===== src/rtl/rv_sink_responder_pkg.sv =====
// rv_sink_responder shared types.
// Backpressure modes, FSM states and LFSR step.
package rv_sink_pkg;

  typedef enum logic [1:0] {
    M_ALWAYS     = 2'd0,
    M_HOLD_AFTER = 2'd1,
    M_RANDOM     = 2'd2,
    M_VALID_WAIT = 2'd3
  } rv_mode_e;

  typedef enum logic [1:0] {
    ST_INIT  = 2'd0,
    ST_ARMED = 2'd1,
    ST_HOLD  = 2'd2
  } rv_state_e;

  // taps 16,14,13,11 seen from the right-shifting end
  localparam logic [15:0] LFSR_TAPS = 16'h002D;

  function automatic logic [15:0] lfsr_next(
    input logic [15:0] s
  );
    return {^(s & LFSR_TAPS), s[15:1]};
  endfunction

endpackage


===== src/rtl/rv_sink_responder_if.sv =====
// Ready/valid bus between a source and a sink.
// The sink owns ready; the source owns valid and data.
interface ready_valid_if #(
  parameter int DATA_W = 8
);
  logic              valid;
  logic [DATA_W-1:0] data;
  logic              ready;

  modport master (
    output valid,
    output data,
    input  ready
  );

  modport slave (
    input  valid,
    input  data,
    output ready
  );
endinterface


===== src/rtl/rv_sink_responder_fifo.sv =====
// Capture FIFO for rv_sink_responder.
// Show-ahead head, registered empty/full.
module rv_capture_fifo #(
  parameter int DATA_W     = 8,
  parameter int FIFO_DEPTH = 8
) (
  input  logic                          clk,
  input  logic                          rst_n,
  input  logic                          push,
  input  logic                          pop,
  input  logic [DATA_W-1:0]             din,
  output logic [DATA_W-1:0]             head,
  output logic [$clog2(FIFO_DEPTH):0]   count,
  output logic                          empty,
  output logic                          full
);
  localparam int AW = $clog2(FIFO_DEPTH);
  localparam int CW = AW + 1;

  logic [DATA_W-1:0] mem [FIFO_DEPTH];
  logic [AW-1:0]     wr_ptr;
  logic [AW-1:0]     rd_ptr;
  logic              do_push;
  logic              do_pop;
  logic [CW-1:0]     count_nx;

  assign do_push  = push && !full;
  assign do_pop   = pop && !empty;
  assign count_nx = count + CW'(do_push)
                  - CW'(do_pop);
  assign head     = empty ? '0 : mem[rd_ptr];

  always_ff @(posedge clk) begin
    if (do_push) mem[wr_ptr] <= din;
  end

  always_ff @(posedge clk or negedge rst_n) begin
    if (!rst_n) begin
      wr_ptr <= '0;
      rd_ptr <= '0;
      count  <= '0;
      empty  <= 1'b1;
      full   <= 1'b0;
    end else begin
      if (do_push) wr_ptr <= wr_ptr + AW'(1);
      if (do_pop)  rd_ptr <= rd_ptr + AW'(1);
      count <= count_nx;
      empty <= (count_nx == '0);
      full  <= (count_nx == CW'(FIFO_DEPTH));
    end
  end

endmodule


===== src/rtl/rv_sink_responder.sv =====
// Ready/valid sink with selectable backpressure,
// beat capture, transfer count and protocol check.
module rv_sink_responder
  import rv_sink_pkg::*;
#(
  parameter int          DATA_W     = 8,
  parameter int          FIFO_DEPTH = 8,
  parameter int          INIT_DELAY = 3,
  parameter int          CNT_W      = 8,
  parameter logic [15:0] LFSR_SEED  = 16'hACE1
) (
  input  logic              clk,
  input  logic              rst_n,
  ready_valid_if.slave      bus,
  input  logic [1:0]        mode,
  input  logic [CNT_W-1:0]  stall_cycles,
  input  logic              cap_pop,
  output logic [DATA_W-1:0] cap_data,
  output logic              cap_empty,
  output logic              cap_full,
  output logic [31:0]       xfer_count,
  output logic              proto_err,
  input  logic              err_clear
);
  localparam int AW = $clog2(FIFO_DEPTH);
  localparam int CW = AW + 1;
  localparam int IW = $clog2(INIT_DELAY + 1);

  localparam logic [1:0] S_INIT  = ST_INIT;
  localparam logic [1:0] S_ARMED = ST_ARMED;
  localparam logic [1:0] S_HOLD  = ST_HOLD;

  logic [1:0]        state;
  logic [1:0]        state_nx;
  logic [IW-1:0]     init_cnt;
  logic [CNT_W-1:0]  hold_cnt;
  logic [15:0]       lfsr;
  logic              xfer;
  logic              pop_ok;
  logic              space_ok;
  logic              mode_ready;
  logic              hold_go;
  logic              ready_nx;
  logic [CW-1:0]     fifo_count;
  logic [CW-1:0]     count_nx;
  logic              prev_stall;
  logic [DATA_W-1:0] prev_data;
  logic              viol;

  assign xfer     = bus.valid && bus.ready;
  assign pop_ok   = cap_pop && !cap_empty;
  assign count_nx = fifo_count + CW'(xfer)
                  - CW'(pop_ok);
  assign space_ok = (count_nx != CW'(FIFO_DEPTH));

  always_comb begin
    mode_ready = 1'b1;
    hold_go    = 1'b0;
    unique case (1'b1)
      (mode == M_HOLD_AFTER): begin
        hold_go    = xfer && (stall_cycles != '0);
        mode_ready = !hold_go;
      end
      (mode == M_RANDOM):
        mode_ready = lfsr[0];
      (mode == M_VALID_WAIT):
        mode_ready = !xfer
                  && (bus.ready || bus.valid);
      default:
        mode_ready = 1'b1;
    endcase
  end

  always_comb begin
    state_nx = state;
    ready_nx = 1'b0;
    unique case (1'b1)
      (state == S_INIT): begin
        if (init_cnt == IW'(INIT_DELAY - 1)) begin
          state_nx = S_ARMED;
          ready_nx = mode_ready;
        end
      end
      (state == S_ARMED): begin
        ready_nx = mode_ready;
        if (hold_go) state_nx = S_HOLD;
      end
      (state == S_HOLD): begin
        if (hold_cnt <= CNT_W'(1)) begin
          state_nx = S_ARMED;
          ready_nx = 1'b1;
        end
      end
      default:
        state_nx = S_INIT;
    endcase
    ready_nx = ready_nx && space_ok;
  end

  always_ff @(posedge clk or negedge rst_n) begin
    if (!rst_n) begin
      state      <= S_INIT;
      init_cnt   <= '0;
      hold_cnt   <= '0;
      lfsr       <= LFSR_SEED;
      bus.ready  <= 1'b0;
      xfer_count <= '0;
    end else begin
      state     <= state_nx;
      bus.ready <= ready_nx;
      lfsr      <= lfsr_next(lfsr);
      if (state == S_INIT)
        init_cnt <= init_cnt + IW'(1);
      if (state == S_ARMED && hold_go)
        hold_cnt <= stall_cycles;
      else if (state == S_HOLD)
        hold_cnt <= hold_cnt - CNT_W'(1);
      if (xfer)
        xfer_count <= xfer_count + 32'd1;
    end
  end

  // a stalled beat must stay valid with stable data
  assign viol = (state != S_INIT) && prev_stall
             && (!bus.valid || bus.data != prev_data);

  always_ff @(posedge clk or negedge rst_n) begin
    if (!rst_n) begin
      prev_stall <= 1'b0;
      prev_data  <= '0;
      proto_err  <= 1'b0;
    end else begin
      prev_stall <= (state != S_INIT)
                 && bus.valid && !bus.ready;
      prev_data  <= bus.data;
      proto_err  <= viol || (proto_err && !err_clear);
    end
  end

  rv_capture_fifo #(
    .DATA_W     (DATA_W),
    .FIFO_DEPTH (FIFO_DEPTH)
  ) u_fifo (
    .clk   (clk),
    .rst_n (rst_n),
    .push  (xfer),
    .pop   (cap_pop),
    .din   (bus.data),
    .head  (cap_data),
    .count (fifo_count),
    .empty (cap_empty),
    .full  (cap_full)
  );

endmodule


===== src/flat_wrapper.sv =====
// flat-port wrapper written by rule: the top's interface ports become plain ports
module rv_sink_responder_flat import rv_sink_pkg::*;
#(
  parameter int          DATA_W     = 8,
  parameter int          FIFO_DEPTH = 8,
  parameter int          INIT_DELAY = 3,
  parameter int          CNT_W      = 8,
  parameter logic [15:0] LFSR_SEED  = 16'hACE1
)
  (clk, rst_n, mode, stall_cycles, cap_pop, cap_data, cap_empty, cap_full, xfer_count, proto_err, err_clear, bus_valid, bus_data, bus_ready);
  ready_valid_if #(.DATA_W(DATA_W)) bus_i ();
  input  logic clk;
  input  logic rst_n;
  input  logic [1:0] mode;
  input  logic [CNT_W-1:0] stall_cycles;
  input  logic cap_pop;
  output logic [DATA_W-1:0] cap_data;
  output logic cap_empty;
  output logic cap_full;
  output logic [31:0] xfer_count;
  output logic proto_err;
  input  logic err_clear;
  input wire logic [$bits(bus_i.valid)-1:0] bus_valid;
  input wire logic [$bits(bus_i.data)-1:0] bus_data;
  output wire logic [$bits(bus_i.ready)-1:0] bus_ready;
  assign bus_i.valid = bus_valid;
  assign bus_i.data = bus_data;
  assign bus_ready = bus_i.ready;
  rv_sink_responder #(.DATA_W(DATA_W), .FIFO_DEPTH(FIFO_DEPTH), .INIT_DELAY(INIT_DELAY), .CNT_W(CNT_W), .LFSR_SEED(LFSR_SEED)) u_core (.clk(clk), .rst_n(rst_n), .bus(bus_i), .mode(mode), .stall_cycles(stall_cycles), .cap_pop(cap_pop), .cap_data(cap_data), .cap_empty(cap_empty), .cap_full(cap_full), .xfer_count(xfer_count), .proto_err(proto_err), .err_clear(err_clear));
endmodule

===== config.mk =====
export PLATFORM = sky130hd
export DESIGN_NAME = rv_sink_responder_flat
export DESIGN_NICKNAME = d
export VERILOG_FILES = /design/src/rtl/rv_sink_responder_pkg.sv /design/src/rtl/rv_sink_responder_if.sv /design/src/rtl/rv_sink_responder_fifo.sv /design/src/rtl/rv_sink_responder.sv /design/src/flat_wrapper.sv
export SDC_FILE = /design/constraint.sdc
export NUM_CORES = 1
export LEC_CHECK = 0
export CORE_MARGIN = 1
export CORE_UTILIZATION = 30
export CTS_CLUSTER_DIAMETER = 30
export DETAILED_ROUTE_END_ITERATION = 8
export SLEW_MARGIN = 20
export SYNTH_ARGS = -nofsm -noshare
export SYNTH_HDL_FRONTEND = slang
export SYNTH_SLANG_ARGS = --single-unit

===== constraint.sdc =====
create_clock -name clk -period 3.5 [get_ports clk]
set_clock_uncertainty 0.1 [all_clocks]
set_input_delay 0.7 -clock clk [delete_from_list [all_inputs] [get_ports clk]]
set_output_delay 0.7 -clock clk [all_outputs]
set_load 0.01 [all_outputs]

Word level (Yosys, flattened, before mapping)
Memory sizes are Yosys's and may differ from the RTL's.
Cells that the tools add are included.

cells by class
  $add $sub $neg = 9
  order comparisons = 1
  equal/unequal tests = 12
  muxes and demuxes = 14
  reduce and logical (&&, ||, !) cells = 29

operators with widths
  operator                                                                number
  32-bit by 1-bit adder with 32-bit output (second input constant)        1
  8-bit 2-to-1 mux                                                        3
  16-bit parity                                                           1
  1-bit logical AND                                                       12
  4-bit by 1-bit adder with 4-bit output                                  2
  2-bit equality test (second input constant)                             4
  8-bit by 1-bit <= comparator with 1-bit output (second input constant)  1
  8-bit inequality test                                                   1
  8-bit nonzero test                                                      1
  4-bit by 1-bit subtractor with 4-bit output                             2
  8-bit by 1-bit subtractor with 8-bit output (second input constant)     1
  1-bit logical NOT                                                       7
  3-bit by 1-bit adder with 3-bit output (second input constant)          2
  2-bit 2-to-1 mux                                                        3
  1-bit one-hot mux with 3 select lines                                   2
  2-bit one-hot mux with 3 select lines                                   1
  1-bit 2-to-1 mux                                                        5
  2-bit by 1-bit equality test with 1-bit output (second input constant)  2
  4-bit equality test (second input constant)                             1
  4-bit logical NOT                                                       1
  2-bit inequality test (second input constant)                           2
  4-bit inequality test (second input constant)                           1
  2-bit nonzero test                                                      2
  1-bit logical OR                                                        3
  other kinds (4)                                                         4

storage, ports and cells
  bits in registers = 83
  memory bits (writable) = 64
  input bits = 23
  output and inout port bits = 44
  word-level logic and storage cells = 80
  memories = 1

memory list
  name               depth  width  read ports  clocked after Yosys merged registers in  wr ports  line                          source
  u_core.u_fifo.mem  8      8      1           0                                        1         rv_sink_responder_fifo.sv:20  logic [DATA_W-1:0] mem [FIFO_DEPTH];

Depth between registers and ports, before layout
Gate-level depths: netlist of the first run.

  depth after elaboration = 7
  mapped depth = 10
  mapped depth without buffers = 10

Hierarchy
A second synthesis of the first run with hierarchy kept.

unflattened totals
  cell total of the unflattened synthesis = 426
  area total of the unflattened synthesis = 6221.0 um^2

modules (own cells, without submodules)
  module             instances  cells an instance  area an instance (um^2)  sequential area each (um^2)
  rv_sink_responder  1          267                3129.3                   1786.7
  rv_capture_fifo    1          159                3091.7                   2223.4

Worst setup path before layout of the first run
Ideal clock, no wire load.

  path kind = input -> register
  from = input port bus_valid
  to = register u_core.u_fifo.full
  setup time = 105 ps
  arrival time = 2657 ps
  data required time = 3295 ps
  path slack = 638 ps
  cell stages on the path = 9
  buffers on the path = 0
  path through = ha_1 > nor2b_1 > inv_1 > ha_1 > inv_1 > ha_1 > fa_1 > xor2_1 > nor4b_1

on the way
  longest elaborated chain between the ends = 5

RTL lines
  item                                         line                          source
  from (decl)                                  flat_wrapper.sv:23            input wire logic [$bits(bus_i.valid)-1:0] bus_valid;
  1-bit logical AND                            rv_sink_responder.sv:50       assign xfer = bus.valid && bus.ready;
  1-bit logical AND                            rv_sink_responder_fifo.sv:27  assign do_push = push && !full;
  4-bit by 1-bit adder with 4-bit output       rv_sink_responder_fifo.sv:29  assign count_nx = count + CW'(do_push)
  4-bit by 1-bit subtractor with 4-bit output  rv_sink_responder_fifo.sv:30  - CW'(do_pop);
  net u_core.u_fifo.count_nx[2]                rv_sink_responder_fifo.sv:25  logic [CW-1:0] count_nx;
  4-bit equality test                          rv_sink_responder_fifo.sv:49  full <= (count_nx == CW'(FIFO_DEPTH));
  to (signal assigned)                         rv_sink_responder_fifo.sv:49
  to (decl)                                    rv_sink_responder_fifo.sv:15  output logic full

The timed path passes the listed nets, and every way through them passes these cells.
A chain may end at the register's enable or synchronous reset.

Final worst setup path of the first run
  from = register u_core.u_fifo.rd_ptr[1]
  to = output port cap_data[5]

on the way
  longest elaborated chain between the ends = 2

RTL lines
  item                    line                          source
  from (decl)             rv_sink_responder_fifo.sv:22  logic [AW-1:0] rd_ptr;
  from (signal assigned)  rv_sink_responder_fifo.sv:46  if (do_pop) rd_ptr <= rd_ptr + AW'(1);
  memory 8 x 8 bit        -
  8-bit 2-to-1 mux        rv_sink_responder_fifo.sv:31  assign head = empty ? '0 : mem[rd_ptr];
  to (decl)               flat_wrapper.sv:17            output logic [DATA_W-1:0] cap_data;

No other way between the ends.

==> results.toml, run 1 <==
[status]
status = "finished, final reports clean"

[cts]
cts-resized-gates = 0
cts-root-buf = "clkbuf_16"
clk_pin_slew_worst_paths_ns = 0.06
cts.path.max_buffers = 2
postCtsSetupBuffers = 0
clk_latency_ns = 0.42
cts_tree = "yes"
ctsHoldBuffers = 1
cts_buffers = 17
htreeDepth = 4
clock_sinks = 147

[route]
drt_iter0_drc = 233
drt-total-wl_mm = 11.7
vias = 3639
ant_nets = 0
firstDrtPassIters = 4
viasPerCell = 4.57
route.detailed.drc = 0
wl_per_cell_um = 14.7

[synthesis]
syn_avg_cell_area_um2 = 14.6
yosysWarnings = 0
yosysUniqueCellTypes = 51
synthArstFlopShare = 0.565
synthCells = 423
synth_top_cell_by_area = "edfxtp_1"
seq_area_frac_synth = 0.651
synth_ff_type = "dfrtp_1"
syn_area_um2 = 6160
syn-num-nets = 462
synthTopCellsByArea = "edfxtp_1 31%, dfrtp_1 30%, xnor2_1 6.5%, mux4_2 5.8%, dfstp_2 3.8%"
ys_ff_latch = 147
synth_top_area_frac = 0.312
synth-edff-count = 64

[critical_path]
cpPeakStageDelay_ns = 0.83
ff2ff_path_depth = 10
crit_type = "register to primary output"
required_ns = 2.70
critPathSlowestCell = "dfrtp_1"
rrSetupSlack_ns = 1.02
critPathLaunchType = "register"
critical_path.cell_chain = "mux4_2 > mux2i_1 > nor2_1 > clkdlybuf4s50_1"
crit_buf_inv = 1
crit_fanout = 18
endpoint_kind = "primary output"
cp_top_family = "flip-flops"
r2r_start = "u_core.u_fifo.empty"
worstPathArrival_ns = 2.37
rr_endpoint = "u_core.bus.ready"

[power_and_ir_drop]
power_frac_seq = 0.416
p_comb_frac = 0.265
internal-power_mw = 3.92
ir_worst_vdd_v = 0.000277
power.density_nw_per_um2 = 706
swShare = 0.289
p_leak_nw = 3.01
power_frac_clock = 0.319
switchingPower_mw = 1.59

[hold_path]
hold_class = "register to register"
min_from = "u_core.lfsr[9]"
min_to = "u_core.lfsr[8]"
hold_depth = 0

[timing]
period_needed_ns = 3.17
post-route-period-util = 0.907
rsz0062_at_grt = "false"
tns_ns = 0
maxSlewHeadroom = 0.486
max_freq_ghz = 0.315
hold_viol = 0
maxSlewViolCount = 0
tightest_slew_ns = 0.765
finalSetupViolations = 0

[place]
hpwlAfterDp_mm = 8.09
placed_area_um2 = 7240
gp_congestion = 0.772
io_buffers = 66

[floorplanning]
coreArea_um2 = 20200
io_pins = 67
die_x_um = 145
rows = 52
start_util = 0.306
die_y_um = 145
die_area_um2 = 21100

[job]
maxCapViolCount = 0

[finish]
layout-drive-gt1-share = 0.156
layout_commonest_cell = "dfrtp_1"
nNetsFinal = 553
n_antenna_cell = 0
most-common-layout-cells = "74 x dfrtp_1, 65 x clkdlybuf4s50_1, 64 x edfxtp_1"
fin_area_um2 = 7820
synthToLayoutAreaGrowth_pct = 26.9

[global_route]
overflow = 0
antenna_found_initial = 0
grt_first_pass_wirelength_mm = 19.7
grt_use_total = 0.120
first_global_vias = 3782
grt_max_degree = 74
-- sequential cells by signal (all words and copies together), names as in the netlist --
signal	count
u_core.state	2
u_core.u_fifo.full	1
u_core.u_fifo.empty	1
u_core.u_fifo.count	4
u_core.hold_cnt	8
u_core.lfsr	16
u_core.u_fifo.mem	64
u_core.init_cnt	2
u_core.u_fifo.rd_ptr	3
u_core.xfer_count	32
u_core.bus.ready	1
u_core.u_fifo.wr_ptr	3
u_core.proto_err	1
u_core.prev_stall	1
u_core.prev_data	8
-- worst register-to-register path: stages (launching register included) --
cell and delay [ns]:
dfstp_2 0.65, nor2b_1 0.08, buf_4 0.16, ha_1 0.27, inv_1 0.06, ha_1 0.15, inv_1 0.05, fa_1 0.37
xnor2_1 0.13, nor3b_1 0.24, a221oi_2 0.09
-- cells in the mapped netlist, types with 2 or more instances --
cell / n
dfrtp_1: 74
edfxtp_1: 64
xnor2_1: 46
nor2_1: 28
nand2_1: 22
inv_1: 18
nand4_1: 18
mux4_2: 16
ha_1: 14
nand3_1: 12
mux2i_1: 10
dfstp_2: 9
nor3_1: 8
xor2_1: 8
and3_1: 6
o21ai_1: 6
a21oi_1: 5
clkbuf_1: 5
nand2b_1: 5
o21ai_0: 4
buf_2: 3
mux2_2: 3
a21o_1: 2
and4_1: 2
buf_4: 2
fa_1: 2
nor2b_1: 2
nor3_2: 2
nor3b_1: 2
nor4_1: 2
o211ai_1: 2
or4_4: 2
-- stage by stage --
step | utilization | hold WS (ns) | worst slack (ns) | total power [mW] | cells
after global routing | 0.388 | 0.263 | 0.207 | 5.83 | 797
final | 0.388 | 0.242 | 0.327 | 5.52 | 797
after detailed placement | 0.359 | 0.240 | 0.253 | 3.81 | 764
after floorplan | - | 0.231 | 0.638 | 3.26 | 423
after global placement | 0.359 | 0.235 | 0.400 | 3.74 | 764
after CTS | 0.388 | 0.246 | 0.291 | 5.60 | 797
-- power by group through the flow --
stage | sequential [mW] | combinational [mW] | clock (mW)
finish | 2.29 | 1.46 | 1.76
global route | 2.33 | 1.62 | 1.87
global placement | 2.31 | 1.43 | 0
floorplan | 2.21 | 1.04 | 0
CTS | 2.30 | 1.49 | 1.81
detailed placement | 2.33 | 1.48 | 0
-- routing by layer --
metal  global-route usage  wire (um)  up-vias  part of all wire
li1                     -          -     1722                 -
met4               0.0584        227        0             0.019
met1                0.151       5320     1820              0.45
met2                0.191       5640       83              0.48
met5                    0          0        -                 0
met3               0.0335        517       14             0.044
-- worst max-delay path by stage --
| stage | startpoint | to | slack, ns | cells after the start |
|---|---|---|---|---|
| 2_1_floorplan | bus_valid | u_core.u_fifo.full | 0.64 | 9 |
| 3_3_place_gp | bus_valid | u_core.u_fifo.full | 0.40 | 10 |
| 3_5_place_dp | bus_valid | u_core.u_fifo.full | 0.25 | 10 |
| 4_1_cts | u_core.u_fifo.rd_ptr[1] | cap_data[5] | 0.29 | 4 |
| 5_1_grt | u_core.u_fifo.rd_ptr[1] | cap_data[7] | 0.21 | 4 |
| 6_report | u_core.u_fifo.rd_ptr[1] | cap_data[5] | 0.33 | 4 |
-- logic make-up (layout without fill, tap and decap cells) --
logic type,after synthesis,in the layout,share of synthesized area
AOI/OAI and AO/OA,28,28,0.0305
xor gates and xnor gates,54,54,0.0767
adders and majority gates,16,16,0.0349
buffers and inverters,30,134,0.0213
DFF,147,147,0.651
muxes,29,29,0.0802
and+or+nand+nor,119,119,0.106
-- layout make-up --
| class | count | area [um2] |
|---|---|---|
| Clock buffer | 21 | 460 |
| Fill cell | 1888 | 12400 |
| Multi-Input combinational cell | 246 | 2020 |
| Sequential cell | 147 | 4010 |
| Clock inverter | 11 | 113 |
| Tap cell | 270 | 338 |
| Inverter | 18 | 67.6 |
| Timing Repair Buffer | 84 | 808 |
(Power assumes the default switching activity.)
==> run 2: changes to the inputs <==
--- a/config.mk
+++ b/config.mk
@@ -8,6 +8,7 @@
 export CORE_MARGIN = 1
 export CORE_UTILIZATION = 30
 export CTS_CLUSTER_DIAMETER = 30
+export CTS_CLUSTER_SIZE = 20
 export DETAILED_ROUTE_END_ITERATION = 8
 export SLEW_MARGIN = 20
 export SYNTH_ARGS = -nofsm -noshare
==> results of run 2 <==
Same layout as run 1: the final DEF is identical, and so are final timing and power.
